===== config.mk =====
export PLATFORM = sky130hd
export DESIGN_NAME = mem_access_arbiter
export DESIGN_NICKNAME = d
export VERILOG_FILES = /design/src/rtl/mem_access_arbiter.sv
export SDC_FILE = /design/constraint.sdc
export NUM_CORES = 1
export LEC_CHECK = 0
export ABC_CLOCK_PERIOD_IN_PS = 2100
export CAP_MARGIN = 20
export CORE_MARGIN = 2
export CORE_UTILIZATION = 32
export DETAILED_ROUTE_END_ITERATION = 12
export GPL_ROUTABILITY_DRIVEN = 0
export GPL_TIMING_DRIVEN = 1
export PLACE_DENSITY_LB_ADDON = 0.25
export SLEW_MARGIN = 30
export SYNTH_ARGS = -nofsm -noshare
export SYNTH_HDL_FRONTEND = slang
export SYNTH_SLANG_ARGS = --single-unit

===== constraint.sdc =====
create_clock -name clk -period 2.1 [get_ports clk]
set_clock_uncertainty 0.15 [all_clocks]
set_input_delay 0.42 -clock clk [delete_from_list [all_inputs] [get_ports clk]]
set_output_delay 0.42 -clock clk [all_outputs]
set_load 0.01 [all_outputs]

===== src/rtl/mem_access_arbiter.sv =====
// Two-port round-robin arbiter owning the exmemory port.
// Byte stores become read-modify-write word cycles; illegal requests never touch memory.
module mem_access_arbiter #(
  parameter int WIDTH      = 32,
  parameter int ADDR_WIDTH = 16
) (
  input  logic                  clk,
  input  logic                  reset,
  input  logic [1:0]            req_valid,
  output logic [1:0]            req_ready,
  input  logic                  req_write0,
  input  logic                  req_write1,
  input  logic [1:0]            req_mode0,
  input  logic [1:0]            req_mode1,
  input  logic [ADDR_WIDTH-1:0] req_addr0,
  input  logic [ADDR_WIDTH-1:0] req_addr1,
  input  logic [WIDTH-1:0]      req_wdata0,
  input  logic [WIDTH-1:0]      req_wdata1,
  output logic [1:0]            rsp_valid,
  output logic                  rsp_err,
  output logic [WIDTH-1:0]      rsp_rdata,
  output logic                  MemWrite,
  output logic [1:0]            MemMode,
  output logic [ADDR_WIDTH-1:0] memAddr,
  output logic [WIDTH-1:0]      memWriteData,
  input  logic [WIDTH-1:0]      memReadData
);

  typedef enum logic [2:0] {
    IDLE,
    ACCESS,
    RMW_RD,
    RMW_WR,
    RESP,
    ERR
  } state_t;

  state_t                state;
  logic                  lastGrant;
  logic                  grantQ;
  logic                  writeQ;
  logic [ADDR_WIDTH-1:0] addrQ;
  logic [7:0]            byteQ;

  logic                  grantSel;
  logic                  selWrite;
  logic [1:0]            selMode;
  logic [ADDR_WIDTH-1:0] selAddr;
  logic [WIDTH-1:0]      selWdata;
  logic                  selIllegal;
  logic                  selByteSt;

  function automatic logic [1:0] portVec(input logic g);
    return g ? 2'b10 : 2'b01;
  endfunction

  function automatic logic isIllegal(
    input logic                  w,
    input logic [1:0]            m,
    input logic [ADDR_WIDTH-1:0] a
  );
    logic [3:0] region;
    region = a[ADDR_WIDTH-1 -: 4];
    return (m == 2'b11)
        || (m == 2'b00 && a[1:0] != 2'b00)
        || (w && region == 4'h0)
        || (w && m == 2'b01);
  endfunction

  function automatic logic [ADDR_WIDTH-1:0] wordAddr(
    input logic [ADDR_WIDTH-1:0] a
  );
    return {a[ADDR_WIDTH-1:2], 2'b00};
  endfunction

  function automatic logic [WIDTH-1:0] mergeByte(
    input logic [WIDTH-1:0] word,
    input logic [1:0]       lane,
    input logic [7:0]       b
  );
    logic [WIDTH-1:0] r;
    r = word;
    r[{lane, 3'b000} +: 8] = b;
    return r;
  endfunction

  // Lone requester wins; on a tie the port not served last wins.
  always_comb begin
    grantSel = 1'b0;
    unique case (req_valid)
      2'b10:   grantSel = 1'b1;
      2'b11:   grantSel = ~lastGrant;
      default: grantSel = 1'b0;
    endcase
  end

  assign selWrite   = grantSel ? req_write1 : req_write0;
  assign selMode    = grantSel ? req_mode1  : req_mode0;
  assign selAddr    = grantSel ? req_addr1  : req_addr0;
  assign selWdata   = grantSel ? req_wdata1 : req_wdata0;
  assign selIllegal = isIllegal(selWrite, selMode, selAddr);
  assign selByteSt  = selWrite && selMode == 2'b10;

  assign req_ready = (state == IDLE && |req_valid)
                   ? portVec(grantSel) : 2'b00;

  // Outputs are registered for the state being entered, so each
  // state presents its memory cycle or response for exactly one cycle.
  always_ff @(posedge clk) begin
    if (!reset) begin
      state        <= IDLE;
      lastGrant    <= 1'b1;
      grantQ       <= 1'b0;
      writeQ       <= 1'b0;
      addrQ        <= '0;
      byteQ        <= '0;
      rsp_valid    <= '0;
      rsp_err      <= 1'b0;
      rsp_rdata    <= '0;
      MemWrite     <= 1'b0;
      MemMode      <= '0;
      memAddr      <= '0;
      memWriteData <= '0;
    end else begin
      rsp_valid    <= '0;
      rsp_err      <= 1'b0;
      rsp_rdata    <= '0;
      MemWrite     <= 1'b0;
      MemMode      <= '0;
      memAddr      <= '0;
      memWriteData <= '0;
      unique case (state)
        IDLE: begin
          if (|req_valid) begin
            grantQ <= grantSel;
            writeQ <= selWrite;
            addrQ  <= selAddr;
            byteQ  <= selWdata[7:0];
            if (selIllegal) begin
              state     <= ERR;
              rsp_valid <= portVec(grantSel);
              rsp_err   <= 1'b1;
            end else if (selByteSt) begin
              state   <= RMW_RD;
              memAddr <= wordAddr(selAddr);
            end else begin
              state        <= ACCESS;
              memAddr      <= selAddr;
              MemMode      <= selMode;
              MemWrite     <= selWrite;
              memWriteData <= selWdata;
            end
          end
        end
        ACCESS: begin
          state     <= RESP;
          rsp_valid <= portVec(grantQ);
          rsp_rdata <= writeQ ? '0 : memReadData;
        end
        RMW_RD: begin
          state        <= RMW_WR;
          memAddr      <= wordAddr(addrQ);
          MemWrite     <= 1'b1;
          memWriteData <= mergeByte(memReadData, addrQ[1:0], byteQ);
        end
        RMW_WR: begin
          state     <= RESP;
          rsp_valid <= portVec(grantQ);
        end
        RESP: begin
          state     <= IDLE;
          lastGrant <= grantQ;
        end
        ERR: begin
          state     <= IDLE;
          lastGrant <= grantQ;
        end
        default: state <= IDLE;
      endcase
    end
  end

endmodule


==> impl_results.md, run 1 <==
* Final hold violations at 0
* CP Buf/Inv Count at 2
* Top cell type's share of synthesized area at 46.4%
* Crit end category: flop
* Synth Register Bits at 116
* Hpwl dp at 12.8 mm
* CP Cell Sequence: clkdlybuf4s50_1 > o21ai_0 > o31ai_2 > nor4_4 > buf_12 > a221o_1
* Slew HR at approximately two thirds
* Endpoints failing setup at 0
* Post-Synthesis Cells at 500
* Yosys cell types at 59
* Gr ovfl total at 0
* Mux cell area share after synthesis at about 3.7%
* NumNets Final at a little over 900
* Crit-path max FO at 20
* CTS tree: built
* Cts bufs inserted at 17
* Hold buffer count at CTS at 0
* Worst setup margin at 79.0 ps
* CTS root buf: clkbuf_16
* Pin count of the biggest net entering global routing at 52
* # H-tree levels at 4
* Initial Util at around 33%
* First-pass GRT wire length at 26.4 mm
* Post-synth top area cell: dfxtp_1
* Compound-Gate Fraction of Synth Area at 23.5%
* Final Max Slew Viols at 0
* Critical path's top delay family: buffers and inverters
* Post-DR vias/cell at 4.96
* First-pass DRT Iterations at 4
* Final Instance Area at around 0.0085 sq mm
* Die width at between 100 and 150 um
* Drt wl/cell at ~17 um
* Async SR Flop Fraction at 0%
* Number of synthesized flops with an enable pin at 0
* Peak VDD IR at between 0.6 and 0.7 mV
* Tot Pwr at 6.77 mW
* Largest family of logic cells by synthesized area: compound AO/OA/AOI/OAI gates
* Synth Area in Simple Gates at 20.5%
* Syn Std Cell Area at 0.00500 sq mm
* Commonest cells after routing, fill and taps aside: 221 x clkdlybuf4s50_1, 114 x dfxtp_1, 61 x nand2_1
* Synth Area in XOR/XNOR at 0%
* Diodes inserted at 0
* Cell row count at 45
* WHS at 307 ps
* Total Routing Usage GR at about a fifth
* Status: completed
* Fmax at ~490 MHz
* Via count at a little under 5000
* Worst hold path class: flop to flop
* Placement Setup Slack at -567 ps
* Post-Route Setup TNS at 0 ps
* DRT Wirelength at around 17 mm
* Die Y at 129 um
* Port bufs at 225
* Share of post-route cells with drive strength above 1 at about 17%
* Critical Path AT at around 2200 ps
* Critical Path RT at 2300 ps
* P_leak at 3.56 nW
* Number of max-cap violations at 0
* Area after DPL at 0.00790 sq mm
* Ys Warns at 0
* Clock buffer depth at 2
* Critical path class: primary input to flop
* I/O pins at between 200 and 250
* Vias in the first global route at 5130
* Worst-margin pin slew at 508 ps
* Synth Area per Inst at between 9 and 10 sq um
* Post-synthesis sequential area ratio at 46.4%
* Critical-path top delay cell: clkdlybuf4s50_1
* Synth Flop Type: dfxtp_1
* Startpoint types: primary input
* Antenna violation net count after detailed routing at 0
* Adder-Cell Fraction of Synth Area at between 1 and 1.5%
* Synth top area cells: dfxtp_1 46%, o211a_1 5.0%, nand2_1 4.6%
* Pwr/cell area at 799 mW/mm^2
* CP peak stage delay at between 500 and 600 ps
* Clock sinks at about 120
* DRC at 0
* Clock transition at path regs at around 50 ps
* Clock insertion delay at the later pin of the skew report at 410 ps
* Die ar. at 0.0166 sq mm
* Initial drt markers at 224
* Post-Syn Nets at 643
* Leading cell type in the layout, fill and taps excluded: clkdlybuf4s50_1
* Core area at 0.0153 sq mm
* Area Growth Syn to Fin at 69.4%
* Post-layout min period at 2020 ps
* Post-route clock period utilization at 96.2%
* Initial antenna violation count at 0
registers in the layout (all words and copies together), names as in the netlist:
signal	cells
MemWrite	1
byteQ	8
memAddr	16
rsp_err	1
writeQ	1
lastGrant	1
memWriteData	32
MemMode	2
rsp_rdata	32
state	3
grantQ	1
addrQ	16
rsp_valid	2
path summary, 6_finish.rpt:
check	to	startpoint	slack, ps	cells past startpoint
worst min register to register	memAddr[3]$_SDFF_PN0_	addrQ[3]$_SDFFE_PN0P_	310	2
worst max-delay path	memWriteData[24]$_SDFF_PN0_	req_mode1[0]	80	6
worst max register to register	memWriteData[8]$_SDFF_PN0_	addrQ[0]$_SDFFE_PN0P_	90	7
worst min-delay path	memAddr[3]$_SDFF_PN0_	addrQ[3]$_SDFFE_PN0P_	310	2
power by group:
part	switching, mW	total, mW	internal (mW)
logic	0.694	1.57	0.881
clock network	0.951	2.64	1.69
registers	0.153	2.56	2.41
what timing repair did:
item	in CTS	in global routing
setup buffers	1	0
resized for setup	12	7
pin swaps	1	1
setup endpoints to repair	6	24
synth_stat cells, drive strengths merged (2+ instances only):
cell,number
dfxtp,116
nand2,63
and2,35
nor2,28
a21oi,27
o211a,25
a221o,24
nor2b,24
clkbuf,20
mux2i,16
o31ai,15
buf,13
nand3,11
a22o,8
o21ai,8
o221ai,8
ha,5
nor4,5
or3,5
inv,4
a211oi,3
nand2b,3
nand3b,3
nor4bb,3
o21a,3
a211o,2
mux2,2
nand4,2
nor3,2
nor3b,2
o311ai,2
logic make-up after synthesis:
logic type,Yosys count
AND/OR/NAND/NOR,189
adder cells (fa/ha/maj),5
buffers and inverters,37
flip-flops,116
multiplexers,18
AO/OA/AOI/OAI,135
worst reg2reg max path, cell delays in order, from the launching register on:
cell	delay (ps)
dfxtp_1	350
inv_1	80
ha_1	310
buf_4	150
and4b_1	280
a21oi_1	210
nor2_1	70
a221o_2	300
metrics by stage:
stage | std cells | utilization, %
finish | 997 | 55.5
global route | 997 | 55.5
floorplan | 500 | -
global placement | 967 | 51.7
detailed placement | 967 | 51.8
CTS | 997 | 55.4
cell type report:
cell class                 count  area [sq um]
inverter                       4          15.0
sequential                   116          2320
clock buffer                  23           478
multi-input combinational    347          2490
timing repair buffer         290          2840
tap                          211           264
fill                        1325          6790
clock inverter                 6          55.1
layer usage:
layer	GRT usage (%)	up-vias	routed length (um)
met4	8.25	0	408
met5	0	-	0
li1	-	2383	-
met3	5.49	29	1080
met1	24.0	2340	7060
met2	35.9	192	8450
Note: power is estimated with default switching activity, not from simulation.
==> run 2: changes to the inputs <==
--- a/config.mk
+++ b/config.mk
@@ -13,6 +13,7 @@
 export GPL_ROUTABILITY_DRIVEN = 0
 export GPL_TIMING_DRIVEN = 1
 export PLACE_DENSITY_LB_ADDON = 0.25
+export RECOVER_POWER = 100
 export SLEW_MARGIN = 30
 export SYNTH_ARGS = -nofsm -noshare
 export SYNTH_HDL_FRONTEND = slang
==> run 2 against run 1 <==
Compared with the run above: sequential cell count unchanged; worst hold slack improved by 1.2 ps; setup slack got worse by 5.9 ps; core utilization decreased by 0.098 points; cell count unchanged; highest routed layer unchanged; first-iteration DRC count decreased by 9.8%; wire length decreased by 0.31%; count of clock-buffer cells in the layout unchanged; power decreased by 0.84%; die area unchanged.
==> impl_results.md, run 2 (same netlist as run 1, synthesis figures left out) <==
* Status: completed
* # H-tree levels at 4
* Die Y at 129 um
* Worst-margin pin slew at 553 ps
* Critical Path RT at 1530 ps
* Slew HR at 63.1%
* Cell row count at 45
* Commonest cells after routing, fill and taps aside: 135 x clkdlybuf4s50_1, 114 x dfxtp_1, 86 x dlygate4sd3_1
* Port bufs at 225
* Post-layout min period at between 2000 and 2500 ps
* Peak VDD IR at between 0.6 and 0.7 mV
* DRC at 0
* Critical path class: flop to output port
* Crit-path max FO at 10
* Hpwl dp at 12.8 mm
* I/O pins at 226
* Antenna violation net count after detailed routing at 0
* Clock transition at path regs at 50 ps
* NumNets Final at 919
* Pwr/cell area at 794 mW/mm^2
* WHS at 308 ps
* Leading cell type in the layout, fill and taps excluded: clkdlybuf4s50_1
* Final Max Slew Viols at 0
* Worst setup margin at 73.1 ps
* Largest regs: memWriteData: 32 flops, rsp_rdata: 32 flops
* Die ar. at 0.0166 sq mm
* First-pass GRT wire length at 26.4 mm
* First-pass DRT Iterations at 5
* Diodes inserted at 0
* Final hold violations at 0
* Gr ovfl total at 0
* Core area at ~0.015 sq mm
* CTS tree: built
* Endpoints failing setup at 0
* Cts bufs inserted at 17
* CP Cell Sequence: a21bo_1 > buf_4 > and2_4 > buf_6
* Placement Setup Slack at -567 ps
* CP peak stage delay at 350 ps
* Clock insertion delay at the later pin of the skew report at roughly 410 ps
* Vias in the first global route at about 5100
* Final core utilization at 55.4%
* Drt wl/cell at 17.0 um
* Via count at 4940
* Critical Path AT at 1460 ps
* Worst hold path class: flop to flop
* Share of post-route cells with drive strength above 1 at roughly 16%
* Clock buffer depth at 2
* Critical path's top delay family: flip-flops
* Post-route clock period utilization at 96.5%
* Initial antenna violation count at 0
* CTS root buf: clkbuf_16
* Hold buffer count at CTS at 0
* P_leak at 3.84 nW
* Initial drt markers at 202
* Area Growth Syn to Fin at 69.1%
* Critical-path top delay cell: dfxtp_2
* Crit end category: output port
* Clock sinks at approximately 120
* Number of max-cap violations at 0
* Tot Pwr at between 6 and 7 mW
* Post-DR vias/cell at just under 5
* Die width at 129 um
* CP Buf/Inv Count at 2
* Fmax at around 490 MHz
* Initial Util at 32.8%
* Startpoint types: flop
* Pin count of the biggest net entering global routing at 52
* Total Routing Usage GR at roughly a fifth
* DRT Wirelength at 17.0 mm
## run 2: cell types whose count changed in the layout (fill, tap and decap cells not counted), moves of 2 or more
cell	change
clkdlybuf4s50_1	-86
and2_0	+5
and2_1	-5
buf_4	-2
dlygate4sd3_1	+86
## run 2: worst paths after layout
kind / startpoint / end / slack (ps) / depth (start not counted)
hold reg to reg: addrQ[4]$_SDFFE_PN0P_ / memAddr[4]$_SDFF_PN0_ / 310 / 2
setup / recovery: lastGrant$_SDFFE_PN1P_ / req_ready[0] / 70 / 4
hold / removal: addrQ[4]$_SDFFE_PN0P_ / memAddr[4]$_SDFF_PN0_ / 310 / 2
setup reg to reg: addrQ[0]$_SDFFE_PN0P_ / memWriteData[8]$_SDFF_PN0_ / 90 / 7
## run 2: timing repair
action | CTS | global route
setup buffers | 1 | 0
endpoints found under the setup margin | 6 | 24
pin swaps | 1 | 1
resized for setup | 12 | 7
## run 2: layout make-up
type | instances | area [sq um]
inverters | 4 | 15.0
clock inverters | 6 | 55.1
flip-flops and latches | 116 | 2320
repair buffers | 290 | 2830
fillers | 1330 | 6800
clock buffers | 23 | 478
multi-input cells | 347 | 2480
well taps | 211 | 264
## run 2: worst reg2reg max path: cells and delay by family (launching register included)
family,cells,cell delay (ps)
AO/OA/AOI/OAI,2,510
adder cells (fa/ha/maj),1,310
buffers and inverters,2,230
flip-flops,1,350
AND/OR/NAND/NOR,2,350
## run 2: per-stage QoR
step	cell area, sq um	setup TNS, ps	cells
finish	8450	0	997
global route	8450	-14.8	997
CTS	8450	0	997
detailed placement	7900	-31770	967
global placement	7890	-28470	967
floorplan	5000	0	500
## run 2: routing by layer
metal	vias to the layer above	track usage [%]	share of wire (%)
met5	-	0	0
met4	0	8.25	2.3
met3	29	5.49	6.4
met2	186	35.9	50
met1	2345	24.0	41
li1	2380	-	-
## run 2: where the power goes
group,internal [mW],switching (mW),total (mW),leakage [nW]
Combinational,0.842,0.691,1.53,2.62
Sequential,2.41,0.146,2.55,0.947
Clock,1.69,0.944,2.63,0.268
